--- src/rtl/sc_random_pkg.sv ---
// Shared definitions for the random-number scheduler: state encoding,
// LFSR width/default seed, the LFSR step and the round-robin pick.
package sc_random_pkg;

    localparam int LFSR_W = 4;
    localparam logic [LFSR_W-1:0] DEFAULT_SEED = 4'b1001;
    // Arbitration helpers work on a fixed 8-bit request vector (max NREQ).
    localparam int RR_MAX = 8;

    typedef enum logic [1:0] {
        ST_IDLE    = 2'd0,
        ST_STEP    = 2'd1,
        ST_DELIVER = 2'd2
    } state_t;

    typedef struct packed {
        logic       found;
        logic [2:0] idx;
    } rr_pick_t;

    // One LFSR advance: shift left, feed back the parity of the old value.
    function automatic logic [LFSR_W-1:0] lfsr_step(input logic [LFSR_W-1:0] v);
        return {v[LFSR_W-2:0], ^v};
    endfunction

    // First set request searching upward from ptr, wrapping at nreq.
    function automatic rr_pick_t rr_pick(input logic [RR_MAX-1:0] req,
                                         input logic [2:0]        ptr,
                                         input logic [3:0]        nreq);
        rr_pick_t r;
        int       idx;
        r.found = 1'b0;
        r.idx   = 3'd0;
        for (int k = 0; k < RR_MAX; k++) begin
            idx = int'(ptr) + k;
            if (idx >= int'(nreq)) begin
                idx = idx - int'(nreq);
            end
            if ((k < int'(nreq)) && !r.found && req[idx[2:0]]) begin
                r.found = 1'b1;
                r.idx   = idx[2:0];
            end
        end
        return r;
    endfunction

endpackage

--- src/rtl/sc_random_lfsr.sv ---
// 4-bit Fibonacci-style LFSR with step enable and seed load.
// A zero seed would lock the register up, so it is replaced by RESET_VAL.
module sc_random_lfsr
    import sc_random_pkg::*;
#(
    parameter logic [LFSR_W-1:0] RESET_VAL = DEFAULT_SEED
) (
    input  logic              i_clk,
    input  logic              i_rst_n,
    input  logic              i_step,
    input  logic              i_load,
    input  logic [LFSR_W-1:0] i_load_val,
    output logic [LFSR_W-1:0] o_lfsr
);

    logic [LFSR_W-1:0] r_lfsr;

    // Load has priority over step; the all-zero seed is guarded.
    always_ff @(posedge i_clk or negedge i_rst_n) begin
        if (!i_rst_n) begin
            r_lfsr <= RESET_VAL;
        end else if (i_load) begin
            r_lfsr <= (i_load_val == '0) ? RESET_VAL : i_load_val;
        end else if (i_step) begin
            r_lfsr <= lfsr_step(r_lfsr);
        end
    end

    assign o_lfsr = r_lfsr;

endmodule

--- src/rtl/sc_random_scheduler.sv ---
// Round-robin scheduler sharing one LFSR among NREQ requesters.
// Each grant costs one LFSR step (STEP), then the fresh value is delivered
// together with a one-cycle one-hot grant (DELIVER).
module sc_random_scheduler
    import sc_random_pkg::*;
#(
    parameter int                NREQ     = 4,
    parameter logic [LFSR_W-1:0] RND_SEED = DEFAULT_SEED
) (
    input  logic                SC_RandomSCHEDULER_CLOCK_50,
    input  logic                SC_RandomSCHEDULER_RESET_InLow,
    input  logic [NREQ-1:0]     SC_RandomSCHEDULER_req_InBUS,
    input  logic                SC_RandomSCHEDULER_tick_In,
    input  logic                SC_RandomSCHEDULER_seedLoad_In,
    input  logic [LFSR_W-1:0]   SC_RandomSCHEDULER_seed_InBUS,
    output logic [NREQ-1:0]     SC_RandomSCHEDULER_grant_OutBUS,
    output logic [LFSR_W-1:0]   SC_RandomSCHEDULER_data_OutBUS,
    output logic                SC_RandomSCHEDULER_busy_Out
);

    state_t            r_state;
    logic [2:0]        r_rr_ptr;
    logic [2:0]        r_winner;
    logic [NREQ-1:0]   r_grant;
    logic [LFSR_W-1:0] r_data;
    logic              r_busy;

    logic [LFSR_W-1:0] w_lfsr;
    logic [LFSR_W-1:0] w_lfsr_next;
    logic              w_lfsr_step;
    logic              w_lfsr_load;
    logic              w_any_req;
    logic [NREQ-1:0]   w_win_onehot;
    logic [RR_MAX-1:0] w_req_ext;
    logic [RR_MAX-1:0] w_req_masked;
    logic [2:0]        w_ptr_next;
    rr_pick_t          w_pick_idle;
    rr_pick_t          w_pick_dlv;

    assign w_any_req    = |SC_RandomSCHEDULER_req_InBUS;
    assign w_req_ext    = RR_MAX'(SC_RandomSCHEDULER_req_InBUS);
    assign w_lfsr_next  = lfsr_step(w_lfsr);
    assign w_ptr_next   = (r_winner == 3'(NREQ - 1)) ? 3'd0 : r_winner + 3'd1;

    // One-hot decode of the latched winner.
    always_comb begin
        w_win_onehot = '0;
        for (int i = 0; i < NREQ; i++) begin
            w_win_onehot[i] = (r_winner == 3'(i));
        end
    end

    // The current winner is excluded so it must re-request to be served again.
    assign w_req_masked = w_req_ext & ~RR_MAX'(w_win_onehot);
    assign w_pick_idle  = rr_pick(w_req_ext, r_rr_ptr, 4'(NREQ));
    assign w_pick_dlv   = rr_pick(w_req_masked, w_ptr_next, 4'(NREQ));

    // LFSR control: seed load and stir only while idle; one step per grant.
    assign w_lfsr_load = (r_state == ST_IDLE) && SC_RandomSCHEDULER_seedLoad_In;
    assign w_lfsr_step = (r_state == ST_STEP) ||
                         ((r_state == ST_IDLE) && !SC_RandomSCHEDULER_seedLoad_In &&
                          !w_any_req && SC_RandomSCHEDULER_tick_In);

    sc_random_lfsr #(
        .RESET_VAL (RND_SEED)
    ) u_lfsr (
        .i_clk      (SC_RandomSCHEDULER_CLOCK_50),
        .i_rst_n    (SC_RandomSCHEDULER_RESET_InLow),
        .i_step     (w_lfsr_step),
        .i_load     (w_lfsr_load),
        .i_load_val (SC_RandomSCHEDULER_seed_InBUS),
        .o_lfsr     (w_lfsr)
    );

    // Scheduler FSM with registered grant/data/busy outputs.
    always_ff @(posedge SC_RandomSCHEDULER_CLOCK_50 or negedge SC_RandomSCHEDULER_RESET_InLow) begin
        if (!SC_RandomSCHEDULER_RESET_InLow) begin
            r_state  <= ST_IDLE;
            r_rr_ptr <= 3'd0;
            r_winner <= 3'd0;
            r_grant  <= '0;
            r_data   <= '0;
            r_busy   <= 1'b0;
        end else begin
            case (r_state)
                ST_IDLE: begin
                    r_grant <= '0;
                    if (!SC_RandomSCHEDULER_seedLoad_In && w_pick_idle.found) begin
                        r_winner <= w_pick_idle.idx;
                        r_state  <= ST_STEP;
                        r_busy   <= 1'b1;
                    end else begin
                        r_busy   <= 1'b0;
                    end
                end
                ST_STEP: begin
                    // data must show the value this step produces, hence next.
                    r_data  <= w_lfsr_next;
                    r_grant <= w_win_onehot;
                    r_state <= ST_DELIVER;
                    r_busy  <= 1'b1;
                end
                ST_DELIVER: begin
                    r_grant  <= '0;
                    r_rr_ptr <= w_ptr_next;
                    if (w_pick_dlv.found && !SC_RandomSCHEDULER_seedLoad_In) begin
                        r_winner <= w_pick_dlv.idx;
                        r_state  <= ST_STEP;
                        r_busy   <= 1'b1;
                    end else begin
                        r_state  <= ST_IDLE;
                        r_busy   <= 1'b0;
                    end
                end
                default: begin
                    r_state <= ST_IDLE;
                    r_grant <= '0;
                    r_busy  <= 1'b0;
                end
            endcase
        end
    end

    assign SC_RandomSCHEDULER_grant_OutBUS = r_grant;
    assign SC_RandomSCHEDULER_data_OutBUS  = r_data;
    assign SC_RandomSCHEDULER_busy_Out     = r_busy;

endmodule

--- config.mk ---
export PLATFORM = sky130hd
export DESIGN_NAME = sc_random_scheduler
export DESIGN_NICKNAME = d
export VERILOG_FILES = /design/src/rtl/sc_random_pkg.sv /design/src/rtl/sc_random_lfsr.sv /design/src/rtl/sc_random_scheduler.sv
export SDC_FILE = /design/constraint.sdc
export NUM_CORES = 1
export LEC_CHECK = 0
export BUFFER_PORTS_ARGS = -buffer_cell sky130_fd_sc_hd__buf_2
export CAP_MARGIN = 25
export CORE_UTILIZATION = 35
export CTS_BUF_LIST = sky130_fd_sc_hd__clkbuf_4
export DETAILED_ROUTE_END_ITERATION = 10
export SKIP_CTS_REPAIR_TIMING = 1
export SLEW_MARGIN = 25
export SYNTH_ARGS = -nofsm -noshare
export SYNTH_HDL_FRONTEND = slang
export SYNTH_SLANG_ARGS = --single-unit
--- constraint.sdc ---
create_clock -name SC_RandomSCHEDULER_CLOCK_50 -period 2.31 [get_ports SC_RandomSCHEDULER_CLOCK_50]
set_input_delay 0.462 -clock SC_RandomSCHEDULER_CLOCK_50 [delete_from_list [all_inputs] [get_ports SC_RandomSCHEDULER_CLOCK_50]]
set_output_delay 0.462 -clock SC_RandomSCHEDULER_CLOCK_50 [all_outputs]
set_load 0.05 [all_outputs]
==> impl_metrics.xml <==
<?xml version="1.0" encoding="UTF-8"?>
<metrics>
  <group name="sta">
    <metric name="hold_viol_final" unit="">0</metric>
    <metric name="clock-skew-final" unit="ps">4.348</metric>
    <metric name="slew-limit-headroom" unit="">0.6877</metric>
    <metric name="timing.setup.tns" unit="ps">0</metric>
    <metric name="max_freq" unit="MHz">438.5</metric>
    <metric name="period_needed" unit="ps">2281</metric>
    <metric name="rsz_0062_raised_after_global_routing" unit="">yes</metric>
    <metric name="setup_viol" unit="">0</metric>
    <metric name="tightest_slew" unit="ps">462.6</metric>
    <metric name="post-route-period-util" unit="">0.9873</metric>
    <metric name="final_max_slew_viol_count" unit="">0</metric>
  </group>
  <group name="synthesis">
    <metric name="yosys_warnings" unit="">0</metric>
    <metric name="synthesized_net_count" unit="">208</metric>
    <metric name="synth_seq_cells" unit="">21</metric>
    <metric name="synth-seq-area-share" unit="">0.3271</metric>
    <metric name="synth.avg_cell_area" unit="um2">8.540</metric>
    <metric name="synth_edf_count" unit="">0</metric>
    <metric name="ys.flop_type" unit="">dfrtp_1</metric>
    <metric name="post_synthesis_cells" unit="">189</metric>
    <metric name="synth_cell_type_count" unit="">54</metric>
    <metric name="async_reset_ff_frac" unit="">1.000</metric>
    <metric name="netlist_area" unit="um2">1614</metric>
  </group>
  <group name="clock_tree">
    <metric name="cts_made_buffers" unit="">3</metric>
    <metric name="worstSkewPairLatency" unit="ps">310</metric>
    <metric name="ctsLongestPathBuffers" unit="">2</metric>
    <metric name="clk_root_buffer_cell" unit="">clkbuf_4</metric>
    <metric name="h-tree-depth" unit="">1</metric>
    <metric name="cts_tree" unit="">yes</metric>
    <metric name="cts_num_sinks" unit="">21</metric>
    <metric name="worst_setup_hold_path_clk_slew" unit="ps">120</metric>
  </group>
  <group name="placement">
    <metric name="port_buffers" unit="">20</metric>
    <metric name="gp_routability_congestion" unit="">0.8393</metric>
    <metric name="postPlaceCellArea" unit="um2">1988</metric>
    <metric name="place.detailed.hpwl" unit="um">3082</metric>
    <metric name="dp_cells" unit="">282</metric>
  </group>
  <group name="drt">
    <metric name="antenna_violating_nets_post_route" unit="">0</metric>
    <metric name="detailedRoute.firstIterationViolations" unit="">69</metric>
    <metric name="detailedRoute.firstPassIterationCount" unit="">4</metric>
    <metric name="routed-via-count" unit="">1472</metric>
    <metric name="route.detailed.drc" unit="">0</metric>
    <metric name="routed_wire_length_per_instance" unit="um">13.62</metric>
    <metric name="vias_per_cell" unit="">5.129</metric>
    <metric name="detail_route.wirelength" unit="um">3908</metric>
  </group>
  <group name="global_routing">
    <metric name="pin_count_of_the_biggest_net_entering_global_routing" unit="">22</metric>
    <metric name="vias_in_the_first_global_route" unit="">1413</metric>
    <metric name="antenna_found_initial" unit="">0</metric>
    <metric name="residual_overflow_from_global_routing" unit="">0</metric>
    <metric name="global_route.usage.total" unit="">0.1677</metric>
    <metric name="grt_first_pass_wirelength" unit="um">6665</metric>
  </group>
  <group name="layout">
    <metric name="design_area" unit="um2">2056</metric>
    <metric name="multi_input_area" unit="um2">1057</metric>
    <metric name="final_cell_count_no_fill" unit="">287</metric>
    <metric name="area.sequential" unit="um2">529.3</metric>
    <metric name="insertedDiodeCount" unit="">0</metric>
    <metric name="flow.area_growth_from_synthesis" unit="%">27.36</metric>
    <metric name="layout-drive-gt1-share" unit="">0.3532</metric>
    <metric name="num-fill-cells" unit="">453</metric>
    <metric name="layout.cells.most_common" unit="">buf_4</metric>
    <metric name="layout_common_cells" unit="">30 x buf_4, 20 x nand2_1, 20 x buf_2, 18 x dfrtp_1, 17 x nor2_1</metric>
    <metric name="num-nets-final" unit="">255</metric>
  </group>
  <group name="pwr">
    <metric name="power.total" unit="mW">3.404</metric>
    <metric name="vdd_drop_max" unit="mV">0.7985</metric>
    <metric name="cellLeakagePower" unit="nW">0.9141</metric>
    <metric name="power_density" unit="nW/um2">1656</metric>
  </group>
  <group name="setup_path">
    <metric name="end_kind" unit="">register</metric>
    <metric name="startpoint_type" unit="">register</metric>
    <metric name="worstPathMaxFanout" unit="">4</metric>
    <metric name="crit_family" unit="">compound AO/OA/AOI/OAI gates</metric>
    <metric name="required" unit="ps">2510</metric>
    <metric name="cp_data_arrival_time" unit="ps">2480</metric>
    <metric name="critical_path.slowest_cell" unit="">dfrtp_2</metric>
    <metric name="worst-setup-path-type" unit="">register to register</metric>
    <metric name="critical_path.max_stage_delay" unit="ps">470</metric>
    <metric name="critical_path.n_buffers_inverters" unit="">1</metric>
    <metric name="crit_path_cell_trace" unit="">ha_4 -&gt; and2b_4 -&gt; nor2_4 -&gt; inv_4 -&gt; ha_4 -&gt; o21ai_2 -&gt; a311oi_2 -&gt; a31oi_1 -&gt; a311oi_2 -&gt; or2_4 -&gt; mux2i_1</metric>
  </group>
  <group name="floorplanning">
    <metric name="die_w" unit="um">69.91</metric>
    <metric name="rows" unit="">24</metric>
    <metric name="die_area" unit="um2">4887</metric>
    <metric name="die-height" unit="um">69.91</metric>
    <metric name="io_pins" unit="">21</metric>
    <metric name="initial_core_util" unit="">0.3682</metric>
    <metric name="core_region_area" unit="um2">4384</metric>
  </group>
  <group name="min_path">
    <metric name="hold_path.class" unit="">primary input to async pin</metric>
  </group>
  <group name="run">
    <metric name="max-cap-violations" unit="">0</metric>
  </group>
  <group name="status">
    <metric name="outcome" unit="">completed</metric>
  </group>
</metrics>
stage by stage:
stage	util	hold slack [ps]	setup slack [ps]
after floorplan	-	166.4	-82.33
after global placement	0.4535	451.8	-53.04
after detailed placement	0.4535	445.1	-85.16
after CTS	0.4603	97.03	-122.8
after global routing	0.4689	109.7	-109.9
final	0.4689	84.17	29.44
registers in the layout (all words and copies together), names as in the netlist:
| register | count |
|---|---|
| SC_RandomSCHEDULER_data_OutBUS | 4 |
| SC_RandomSCHEDULER_grant_OutBUS | 4 |
| u_lfsr.o_lfsr | 4 |
| r_rr_ptr | 3 |
| r_winner | 3 |
| r_state | 2 |
| SC_RandomSCHEDULER_busy_Out | 1 |
cells in the mapped netlist (all sizes together), types with 2 or more instances:
library cell / count / area [um2]
buf: 4 / 38.78
nand2b: 10 / 65.06
o21bai: 2 / 15.01
a311oi: 2 / 23.77
mux2i: 7 / 70.07
nor2b: 6 / 37.54
nor3: 7 / 35.03
clkbuf: 4 / 15.01
o21ai: 11 / 55.05
nor2: 18 / 75.07
xor2: 3 / 26.28
dfrtp: 19 / 475.5
o211ai: 3 / 27.52
o2bb2ai: 3 / 26.28
ha: 7 / 87.58
a21oi: 10 / 53.80
o221ai: 2 / 17.52
nand2: 21 / 81.33
and2: 2 / 12.51
a211oi: 6 / 45.04
inv: 11 / 43.79
nand3: 4 / 20.02
dfstp: 2 / 52.55
xnor2: 2 / 17.52
o22ai: 3 / 18.77
area by class of cell:
| cell class | count | share of cell area |
|---|---|---|
| Inverter | 11 | 0.02374 |
| Clock inverter | 1 | 0.003652 |
| Clock buffer | 3 | 0.01096 |
| Timing Repair Buffer | 50 | 0.1582 |
| Multi-Input combinational cell | 149 | 0.5143 |
| Sequential cell | 21 | 0.2575 |
| Tap cell | 52 | 0.03165 |
power by group:
part	switching [mW]	internal, mW
registers	0.119	0.529
logic	1.41	1.16
clock network	0.117	0.0660
routing by layer:
| layer | track usage | share of wire |
|---|---|---|
| met1 | 0.2434 | 0.49 |
| met5 | 0 | 0 |
| met2 | 0.2746 | 0.46 |
| met4 | 0.006667 | 0 |
| met3 | 0.03030 | 0.040 |
path summary, 6_finish.rpt:
path / start / endpoint / slack, ps / cells after the start
max in group asynchronous: SC_RandomSCHEDULER_RESET_InLow / u_lfsr.o_lfsr[3] / 1880 / 1
min: SC_RandomSCHEDULER_RESET_InLow / SC_RandomSCHEDULER_busy_Out / 80 / 1
min in group SC_RandomSCHEDULER_CLOCK_50: SC_RandomSCHEDULER_seed_InBUS[0] / u_lfsr.o_lfsr[0] / 430 / 3
min reg2reg: SC_RandomSCHEDULER_data_OutBUS[1] / SC_RandomSCHEDULER_data_OutBUS[1] / 480 / 2
max: r_winner[0] / r_winner[1] / 30 / 11
max reg2reg: r_winner[0] / r_winner[1] / 30 / 11
worst reg2reg max path: stages, from the launching register on:
cell	delay [ps]
dfrtp_2	470
ha_4	190
and2b_4	170
nor2_4	100
inv_4	50
ha_4	150
o21ai_2	120
a311oi_2	110
a31oi_1	240
a311oi_2	150
or2_4	300
mux2i_1	130
kinds of logic (layout without fill, tap and decap cells):
family / count (synthesis) / in the layout / share of synthesized area
and+or+nand+nor: 74 / 74 / 0.2318
AOI/OAI and AO/OA: 55 / 55 / 0.2488
DFF: 21 / 21 / 0.3271
buffers and inverters: 19 / 65 / 0.06046
muxes: 8 / 8 / 0.05039
adders and majority gates: 7 / 7 / 0.05426
xor gates and xnor gates: 5 / 5 / 0.02714
No activity file was read; power rests on OpenSTA's default activity.
